<file path="src/rtl/if_fetch_stage_if.sv">
// ---------------------------------------------------------------------------
// if_fetch_stage_if
// Bus bundle between the instruction-fetch stage and its surroundings.
//   imem_addr      word address to the combinational instruction memory
//   imem_rdata     instruction word for imem_addr, same cycle
//   redirect_valid execute stage requests a PC change
//   redirect_pc    redirect target byte address (bits [1:0] ignored)
//   out_valid      decode-side head entry valid
//   out_ready      decode accepts the head entry this cycle
//   out_instr      head instruction
//   out_pc         head instruction byte PC
//   out_pc_plus4   out_pc + 4
//   fetch_count    fetch buffer occupancy
// Modports: master = fetch stage side, slave = memory/execute/decode side.
// ---------------------------------------------------------------------------
interface if_fetch_stage_if #(
  parameter int unsigned IMEM_AW = 5
);
  logic [IMEM_AW-1:0] imem_addr;
  logic [31:0]        imem_rdata;
  logic               redirect_valid;
  logic [31:0]        redirect_pc;
  logic               out_valid;
  logic               out_ready;
  logic [31:0]        out_instr;
  logic [31:0]        out_pc;
  logic [31:0]        out_pc_plus4;
  logic [2:0]         fetch_count;

  modport master (
    output imem_addr,
    input  imem_rdata,
    input  redirect_valid,
    input  redirect_pc,
    output out_valid,
    input  out_ready,
    output out_instr,
    output out_pc,
    output out_pc_plus4,
    output fetch_count
  );

  modport slave (
    input  imem_addr,
    output imem_rdata,
    output redirect_valid,
    output redirect_pc,
    input  out_valid,
    output out_ready,
    input  out_instr,
    input  out_pc,
    input  out_pc_plus4,
    input  fetch_count
  );
endinterface

</file>
<file path="src/rtl/if_fetch_stage.sv">
// ---------------------------------------------------------------------------
// if_fetch_stage
// Instruction-fetch front end: owns the PC, reads the combinational
// instruction memory, buffers {instr, pc} in a DEPTH-entry FIFO and presents
// the head to decode with a valid/ready handshake. A redirect flushes the
// buffer and reloads the PC.
// Ports:
//   clk    rising-edge clock
//   reset  asynchronous active-low reset
//   bus    if_fetch_stage_if.master (imem, redirect and decode signals)
// Optional feature: define IF_EARLY_JUMP_EN to follow J-format words
// (opcode 6'b000010) directly at fetch instead of stepping to pc+4.
// ---------------------------------------------------------------------------
module if_fetch_stage #(
  parameter logic [31:0] RESET_PC = 32'h0000_0000,
  parameter int unsigned IMEM_AW  = 5,
  parameter int unsigned DEPTH    = 2
) (
  input logic              clk,
  input logic              reset,
  if_fetch_stage_if.master bus
);

  localparam int unsigned IdxW    = (DEPTH > 1) ? $clog2(DEPTH) : 1;
  localparam logic [2:0]  DepthC  = 3'(DEPTH);
  // Pointers run over 0..2*DEPTH-1 so full and empty are distinguishable.
  localparam logic [2:0]  PtrLast = 3'(2 * DEPTH - 1);
  localparam logic [2:0]  PtrSpan = 3'((2 * DEPTH) % 8);

  logic [31:0] r_pc;
  logic [31:0] r_instr_mem [DEPTH];
  logic [31:0] r_pc_mem    [DEPTH];
  logic [2:0]  r_wr_ptr;
  logic [2:0]  r_rd_ptr;
  logic [2:0]  r_count;

  logic [31:0] w_pc_d;
  logic [2:0]  w_wr_ptr_d;
  logic [2:0]  w_rd_ptr_d;
  logic [2:0]  w_count_d;
  logic [31:0] w_pc_plus4;
  logic [31:0] w_pc_seq;
  logic        w_out_valid;
  logic        w_pop;
  logic        w_fetch_en;
  logic [31:0] w_head_pc;
  logic        w_unused;

  function automatic logic [2:0] ptr_inc(input logic [2:0] p);
    return (p == PtrLast) ? 3'd0 : p + 3'd1;
  endfunction

  function automatic logic [IdxW-1:0] ptr_idx(input logic [2:0] p);
    if (p >= DepthC) begin
      return IdxW'(p - DepthC);
    end
    return IdxW'(p);
  endfunction

  // Occupancy from pointer difference, modulo the pointer span.
  function automatic logic [2:0] ptr_diff(input logic [2:0] wr, input logic [2:0] rd);
    logic [2:0] d;
    d = wr - rd;
    if (wr < rd) begin
      d = d + PtrSpan;
    end
    return d;
  endfunction

  assign w_unused    = ^bus.redirect_pc[1:0];
  assign w_out_valid = (r_count != 3'd0);
  assign w_pop       = w_out_valid & bus.out_ready;
  // A full buffer can still fetch when the head leaves in the same cycle.
  assign w_fetch_en  = ~bus.redirect_valid & ((r_count < DepthC) | w_pop);
  assign w_pc_plus4  = r_pc + 32'd4;

`ifdef IF_EARLY_JUMP_EN
  logic w_is_jump;
  assign w_is_jump = (bus.imem_rdata[31:26] == 6'b000010);
  assign w_pc_seq  = w_is_jump ? {w_pc_plus4[31:28], bus.imem_rdata[25:0], 2'b00}
                               : w_pc_plus4;
`else
  assign w_pc_seq  = w_pc_plus4;
`endif

  always_comb begin
    w_pc_d     = r_pc;
    w_wr_ptr_d = r_wr_ptr;
    w_rd_ptr_d = r_rd_ptr;
    if (bus.redirect_valid) begin
      w_pc_d     = {bus.redirect_pc[31:2], 2'b00};
      w_wr_ptr_d = 3'd0;
      w_rd_ptr_d = 3'd0;
    end else begin
      if (w_fetch_en) begin
        w_pc_d     = w_pc_seq;
        w_wr_ptr_d = ptr_inc(r_wr_ptr);
      end
      if (w_pop) begin
        w_rd_ptr_d = ptr_inc(r_rd_ptr);
      end
    end
    w_count_d = ptr_diff(w_wr_ptr_d, w_rd_ptr_d);
  end

  always_ff @(posedge clk or negedge reset) begin
    if (!reset) begin
      r_pc     <= RESET_PC;
      r_wr_ptr <= 3'd0;
      r_rd_ptr <= 3'd0;
      r_count  <= 3'd0;
    end else begin
      r_pc     <= w_pc_d;
      r_wr_ptr <= w_wr_ptr_d;
      r_rd_ptr <= w_rd_ptr_d;
      r_count  <= w_count_d;
    end
  end

  // When full and popping, the tail slot equals the head slot being freed.
  always_ff @(posedge clk or negedge reset) begin
    if (!reset) begin
      for (int i = 0; i < DEPTH; i++) begin
        r_instr_mem[i] <= 32'd0;
        r_pc_mem[i]    <= 32'd0;
      end
    end else if (w_fetch_en) begin
      r_instr_mem[ptr_idx(r_wr_ptr)] <= bus.imem_rdata;
      r_pc_mem[ptr_idx(r_wr_ptr)]    <= r_pc;
    end
  end

  assign w_head_pc        = w_out_valid ? r_pc_mem[ptr_idx(r_rd_ptr)] : 32'd0;
  assign bus.imem_addr    = r_pc[IMEM_AW+1:2];
  assign bus.out_valid    = w_out_valid;
  assign bus.out_instr    = w_out_valid ? r_instr_mem[ptr_idx(r_rd_ptr)] : 32'd0;
  assign bus.out_pc       = w_head_pc;
  assign bus.out_pc_plus4 = w_out_valid ? (w_head_pc + 32'd4) : 32'd0;
  assign bus.fetch_count  = r_count;

endmodule

</file>
<file path="src/flat_wrapper.sv">
// flat-port wrapper written by rule: the top's interface ports become plain ports
module if_fetch_stage_flat 
#(
  parameter logic [31:0] RESET_PC = 32'h0000_0000,
  parameter int unsigned IMEM_AW  = 5,
  parameter int unsigned DEPTH    = 2
)
  (clk, reset, bus_imem_addr, bus_imem_rdata, bus_redirect_valid, bus_redirect_pc, bus_out_valid, bus_out_ready, bus_out_instr, bus_out_pc, bus_out_pc_plus4, bus_fetch_count);
  if_fetch_stage_if #(.IMEM_AW(IMEM_AW)) bus_i ();
  input logic clk;
  input logic reset;
  output wire logic [$bits(bus_i.imem_addr)-1:0] bus_imem_addr;
  input wire logic [$bits(bus_i.imem_rdata)-1:0] bus_imem_rdata;
  input wire logic [$bits(bus_i.redirect_valid)-1:0] bus_redirect_valid;
  input wire logic [$bits(bus_i.redirect_pc)-1:0] bus_redirect_pc;
  output wire logic [$bits(bus_i.out_valid)-1:0] bus_out_valid;
  input wire logic [$bits(bus_i.out_ready)-1:0] bus_out_ready;
  output wire logic [$bits(bus_i.out_instr)-1:0] bus_out_instr;
  output wire logic [$bits(bus_i.out_pc)-1:0] bus_out_pc;
  output wire logic [$bits(bus_i.out_pc_plus4)-1:0] bus_out_pc_plus4;
  output wire logic [$bits(bus_i.fetch_count)-1:0] bus_fetch_count;
  assign bus_imem_addr = bus_i.imem_addr;
  assign bus_i.imem_rdata = bus_imem_rdata;
  assign bus_i.redirect_valid = bus_redirect_valid;
  assign bus_i.redirect_pc = bus_redirect_pc;
  assign bus_out_valid = bus_i.out_valid;
  assign bus_i.out_ready = bus_out_ready;
  assign bus_out_instr = bus_i.out_instr;
  assign bus_out_pc = bus_i.out_pc;
  assign bus_out_pc_plus4 = bus_i.out_pc_plus4;
  assign bus_fetch_count = bus_i.fetch_count;
  if_fetch_stage #(.RESET_PC(RESET_PC), .IMEM_AW(IMEM_AW), .DEPTH(DEPTH)) u_core (.clk(clk), .reset(reset), .bus(bus_i));
endmodule
</file>
<file path="config.mk">
export PLATFORM = sky130hd
export DESIGN_NAME = if_fetch_stage_flat
export DESIGN_NICKNAME = d
export VERILOG_FILES = /design/src/rtl/if_fetch_stage_if.sv /design/src/rtl/if_fetch_stage.sv /design/src/flat_wrapper.sv
export SDC_FILE = /design/constraint.sdc
export NUM_CORES = 1
export LEC_CHECK = 0
export CAP_MARGIN = 20
export CORE_MARGIN = 1
export CORE_UTILIZATION = 55
export CTS_CLUSTER_SIZE = 8
export DETAILED_ROUTE_END_ITERATION = 6
export PLACE_DENSITY_LB_ADDON = 0.25
export SLEW_MARGIN = 5
export SYNTH_ARGS = -nofsm -noshare
export SYNTH_HDL_FRONTEND = slang
export SYNTH_SLANG_ARGS = --single-unit
</file>
<file path="constraint.sdc">
create_clock -name clk -period 6.35 [get_ports clk]
set_clock_uncertainty 0.15 [all_clocks]
set_input_delay 1.27 -clock clk [delete_from_list [all_inputs] [get_ports clk]]
set_output_delay 1.27 -clock clk [all_outputs]
set_load 0.03 [all_outputs]
</file>
* After elaboration in Yosys (flattened, before gate mapping)
Cells that the tools add are included.
Word-level totals: register bits after elaboration 169, input bits 68, output and inout bits 105, word-level logic and storage cells 64
Operators by class: add/subtract/negate cells 8, order comparisons 7, eq/ne operators 2, multiplexer cells 30, bitwise logic cells 6, reductions and logical operators 3
Operators by type and width (count):
- two-way mux 32 bit | 12
- bitwise mux 64 bit | 2
- adder 32 x 3 -> 32 bit (second input constant) | 2
- demux 32 bit (select 1 bit) | 1
- two-way mux 3 bit | 7
- two-way mux 1 bit | 8
- adder 3 x 1 -> 3 bit (second input constant) | 2
- == test 3 x 2 -> 1 bit (second input constant) | 2
- greater-or-equal comparator 3 x 2 -> 1 bit (second input constant) | 2
- greater-or-equal comparator 2 bit (second input constant) | 2
- inverter 1 -> 2 bit | 2
- adder 3 bit (second input constant) | 1
- less-than comparator 3 x 2 -> 1 bit (second input constant) | 1
- less-than comparator 3 bit | 1
- nonzero test 3 bit | 1
- subtractor 3 bit | 1
- AND 1 bit | 2
- less-than comparator 2 x 1 -> 1 bit (second input constant) | 1
- nonzero test 2 bit | 1
- subtractor 1 bit (second input constant) | 2
- logical AND 1 bit | 1
- inverter 1 bit | 1
- OR 1 bit | 1

* Longest topological paths before layout
Gate-level depths: netlist (run 1).
depth in word-level cells 13, gate-level depth with buffers 13, gate-level depth less buffers 11

* Worst setup path after synthesis (run 1)
Ideal clock, no wire load.
kind register to output, from register u_core.r_rd_ptr[0], to output port bus_out_pc_plus4[18], data arrival time 3.709 ns, required time 4.930 ns, slack 1.221 ns, cell stages (with the launch flop) 13, path buffers 5, cell sequence dfrtp_1 > buf_6 > buf_6 > buf_6 > buf_2 > buf_2 > mux2i_1 > nor2_1 > ha_1 > nor4b_4 > nand4_1 > o31a_1 > nor3_1
On the way: word-level cells in the longest chain between the ends 10, elaborated cells on any way between the ends 12, those cells by class 2 x add/sub; 1 x order compare; 8 x mux; 1 x bitwise
RTL lines:
- start: declaration | line if_fetch_stage.sv:34 | logic [2:0] r_rd_ptr;
- start signal: assignment | line if_fetch_stage.sv:115 | r_rd_ptr <= w_rd_ptr_d;
- greater-or-equal comparator 3 x 2 -> 1 bit / subtractor 1 bit (equally long branches) | line if_fetch_stage.sv:54, if_fetch_stage.sv:55
- two-way mux 1 bit | line if_fetch_stage.sv:54 | if (p >= DepthC) begin
- two-way mux 1 bit * | line if_fetch_stage.sv:57 | return IdxW'(p);
- inverter 1 -> 2 bit (implied by the code) * | line if_fetch_stage.sv:133 | assign w_head_pc = w_out_valid ? r_pc_mem[ptr_idx(r_rd_ptr)] : 32'd0;
- two-way mux 32 bit (implied by the code) * (3 in a row) | line if_fetch_stage.sv:133
- two-way mux 32 bit * | line if_fetch_stage.sv:133
- net bus_out_pc[2] | line flat_wrapper.sv:19 | output wire logic [$bits(bus_i.out_pc)-1:0] bus_out_pc;
- adder 32 x 3 -> 32 bit * | line if_fetch_stage.sv:138 | assign bus.out_pc_plus4 = w_out_valid ? (w_head_pc + 32'd4) : 32'd0;
- two-way mux 32 bit * | line if_fetch_stage.sv:138
- end: declaration | line flat_wrapper.sv:20 | output wire logic [$bits(bus_i.out_pc_plus4)-1:0] bus_out_pc_plus4;
Mark *: on every way through the listed nets, which the timed path passes. The rest lies on a longest branch. The select of a mux whose other input is x is not followed.

* Worst setup path after layout (run 1)
from register u_core.r_rd_ptr[0], to output port bus_out_pc_plus4[31]
On the way: word-level cells in the longest chain between the ends 10, elaborated cells on any way between the ends 12, those cells by class 2 x add/sub; 1 x order compare; 8 x mux; 1 x bitwise
RTL lines (line):
- greater-or-equal comparator 3 x 2 -> 1 bit / subtractor 1 bit (equally long branches) | if_fetch_stage.sv:54, if_fetch_stage.sv:55
- two-way mux 1 bit | if_fetch_stage.sv:54
- two-way mux 1 bit * | if_fetch_stage.sv:57
- inverter 1 -> 2 bit (implied by the code) * | if_fetch_stage.sv:133
- two-way mux 32 bit (implied by the code) * (3 in a row) | if_fetch_stage.sv:133
- two-way mux 32 bit * | if_fetch_stage.sv:133
- adder 32 x 3 -> 32 bit * | if_fetch_stage.sv:138
- two-way mux 32 bit * | if_fetch_stage.sv:138
Mark *: on every way between the ends. The rest lies on a longest branch, timed or not. The select of a mux whose other input is x is not followed.

==> results of run 1 <==
## path summary, 6_finish.rpt
kind	startpoint	endpoint	depth (start not counted)
max	u_core.r_rd_ptr[0]$_DFF_PN0_	bus_out_pc_plus4[31]	6
min	u_core.r_instr_mem[9]$_DFFE_PN0P_	u_core.r_instr_mem[9]$_DFFE_PN0P_	1
max reg2reg	u_core.bus.fetch_count[1]$_DFF_PN0_	u_core.bus.fetch_count[2]$_DFF_PN0_	10
min reg2reg	u_core.r_instr_mem[9]$_DFFE_PN0P_	u_core.r_instr_mem[9]$_DFFE_PN0P_	1
max in group asynchronous	reset	u_core.r_rd_ptr[0]$_DFF_PN0_	2
min in group asynchronous	reset	u_core.r_pc_mem[44]$_DFFE_PN0P_	1
## where the power goes
group          switching, mW  internal [mW]
logic                   1.93           1.51
registers              0.321           1.47
clock network          0.413          0.760
total                   2.67           3.74
## logic make-up (layout without fill, tap and decap cells)
logic type | after synthesis | after routing | synth area share
fa+ha+maj | 8 | 8 | 0.0123
flops | 163 | 163 | 0.465
xor+xnor | 38 | 38 | 0.0380
buf+inv | 64 | 218 | 0.0384
compound gates | 66 | 66 | 0.0520
simple gates | 252 | 252 | 0.156
other cells | 1 | 4 | 0.000428
mux | 192 | 192 | 0.238
## per-stage QoR
stage               instance area, sq um  hold slack, ns  instances  total power, mW
floorplan                           8780           0.321        787             3.98
global placement                   10500           0.332       1120             5.17
detailed placement                 10500           0.344       1120             5.23
CTS                                11200           0.358       1152             6.43
global route                       11200           0.363       1152             6.72
finish                             11200           0.355       1152             6.40
## cells in the mapped netlist, drive strengths merged (2+ instances only)
cell type	number
ha	7
a211oi	5
dfrtp	163
nand3	23
o21ai	31
a21oi	5
o21a	3
nand2	55
nand3b	11
clkbuf	22
and3	4
xor2	22
a21o	2
and4	3
or2	2
nand2b	3
nor3b	3
o31a	8
inv	10
nand4	12
and2	10
xnor2	16
nor2	77
nor4b	5
mux2	131
buf	32
nor2b	4
nor3	22
nor4	15
mux2i	61
## worst reg2reg max path, delay by kind of cell, from the launching register on
family	cells	cell delay, ns
compound gates	1	0.08
xor+xnor	1	0.17
fa+ha+maj	2	0.56
buf+inv	3	0.94
flops	1	0.43
simple gates	3	1.07
## sequential cells by signal (all words and copies together) (netlist names)
register,count
u_core.r_instr_mem,64
u_core.r_pc_mem,60
u_core.r_pc,30
u_core.bus.fetch_count,3
u_core.r_rd_ptr,3
u_core.r_wr_ptr,3
## final cells by class
| type | instances | share of cell area |
|---|---|---|
| clock buffer | 20 | 0.0409 |
| clock inverter | 12 | 0.0203 |
| inverter | 10 | 0.00336 |
| multi-input combinational | 560 | 0.391 |
| sequential | 163 | 0.366 |
| tap | 211 | 0.0236 |
| timing repair buffer | 176 | 0.155 |
## per-layer routing
| metal | part of all wire | GRT usage |
|---|---|---|
| met1 | 0.43 | 0.328 |
| met2 | 0.49 | 0.446 |
| met3 | 0.060 | 0.0601 |
| met4 | 0.014 | 0.0803 |
| met5 | 0 | 0 |
==> flow_summary_export.csv, run 1 <==
group,metric,value,unit
critical_path,crit_buf_inv,1,
yosys,async_flop_share,1.00,
finish,multiInputGateArea,0.00437,sq mm
critical_path,slowest_delay,0.91,ns
finish,drive_gt1_frac,0.205,
timing,fmaxAchievable,0.173,GHz
drt,via_count,6482,
critical_path,cp-end-kind,"output port",
global_routing,globalRouteOverflowTotal,0,
power_and_ir_drop,vdd_drop_max,0.000356,V
critical_path,cp.arrival,4.37,ns
critical_path,crit_chain,"mux2i_1 > a2111oi_1 > nand4_1 > nor4b_2 > mux2_1 > clkdlybuf4s50_1",
yosys,yosysSeqAreaShare,0.465,
yosys,synth.distinct_cells,64,
timing,slew_headroom,0.260,
finish,most-common-layout-cells,"164 x clkdlybuf4s50_1, 162 x dfrtp_1, 128 x mux2_2",
drt,drc,0,
timing,slew_viol_final,0,
floorplanning,die_w,128,um
clock_network,clock_latency,0.42,ns
global_routing,grt_max_degree,106,
critical_path,critPathKind,"reg2out",
status,status,"finished clean",
yosys,avgSynthCellArea,11.2,sq um
yosys,ys_warn_count,0,
drt,drt_wl_total,20500,um
critical_path,crit_slowest_cell,"dfrtp_4",
drt,routedWlPerCell,17.8,um
clock_network,cts_resized,0,
clock_network,ctsHoldBuffers,0,
finish,fill_cells,1087,
yosys,ys.flop_type,"dfrtp_1",
yosys,synth_edf_count,0,
critical_path,ff2ff_setup_slack,2.82,ns
placement,dp_slack,1.05,ns
timing,fin_crit_sh,0.912,
finish,fin_nets,1004,
floorplanning,io_pins,173,
placement,routabilityCongestion,0.816,
global_routing,grt_use_total,0.261,
critical_path,critical_path_required,4.93,ns
flow_run,drv_cap,0,
yosys,synth_top_area_frac,0.465,
power_and_ir_drop,p_leak,4.55,nW
yosys,synth_top_cell_by_area,"dfrtp_1",
clock_network,numCtsBuffers,17,
global_routing,antenna_found_initial,0,
floorplanning,coreArea,0.0154,sq mm
clock_network,cts_setup_buffers,0,
floorplanning,start_util,0.570,
finish,layout_commonest_cell,"clkdlybuf4s50_1",
critical_path,critPathMaxFanout,52,
clock_network,cts_tree,"done",
worst_hold_path,min_path_type,"reg2reg",
drt,drt_first_pass_iters,4,
drt,dr.first_iter.drc_count,337,
drt,vias_per_cell,5.63,
placement,dp_hpwl,13800,um
timing,fin_ws,0.560,ns
clock_network,cts_num_sinks,163,
yosys,netlist_instances,784,
yosys,yosys-top-cells-area,"dfrtp_1 47%, mux2_2 16%, mux2i_1 7.0%",
timing,tightest_slew,1.10,ns
timing,rsz0062_at_grt,"no",
yosys,syn-cell-area,0.00877,sq mm
clock_network,cts.clk_slew.worst_paths,0.06,ns
critical_path,path_delay_family,"simple AND/OR/NAND/NOR gates",
floorplanning,dieArea,0.0164,sq mm
timing,final_hold_viol_count,0,
critical_path,start_kind,"flip-flop",
floorplanning,die_h,128,um
global_routing,grt_pass1_vias,6521,
finish,insertedDiodeCount,0,
clock_network,cts_buffer_depth,2,
drt,ant_nets,0,
clock_network,cts_root_buffer,"clkbuf_16",
timing,finalCriticalPeriod,5.79,ns
placement,port_buffers,166,
clock_network,htree_levels,4,
timing,setup_tns,0,ns
global_routing,grt_pass1_wl,33100,um
floorplanning,std_cell_rows,45,
finish,postLayoutCoreUtil,0.727,
yosys,ys_ff_latch,163,
finish,area.growth.synth_to_final,27.4,%
finish,final-seq-area,0.00408,sq mm
power_and_ir_drop,p_per_area,573,mW/mm^2
timing,setup_viol,0,
No activity file was read; power rests on OpenSTA's default activity.
==> run 2: changes to the inputs <==
HOLD_SLACK_MARGIN = 0.1   (was default)
==> results of run 2 <==
No change in the layout: final DEF, timing and power equal those of run 1.
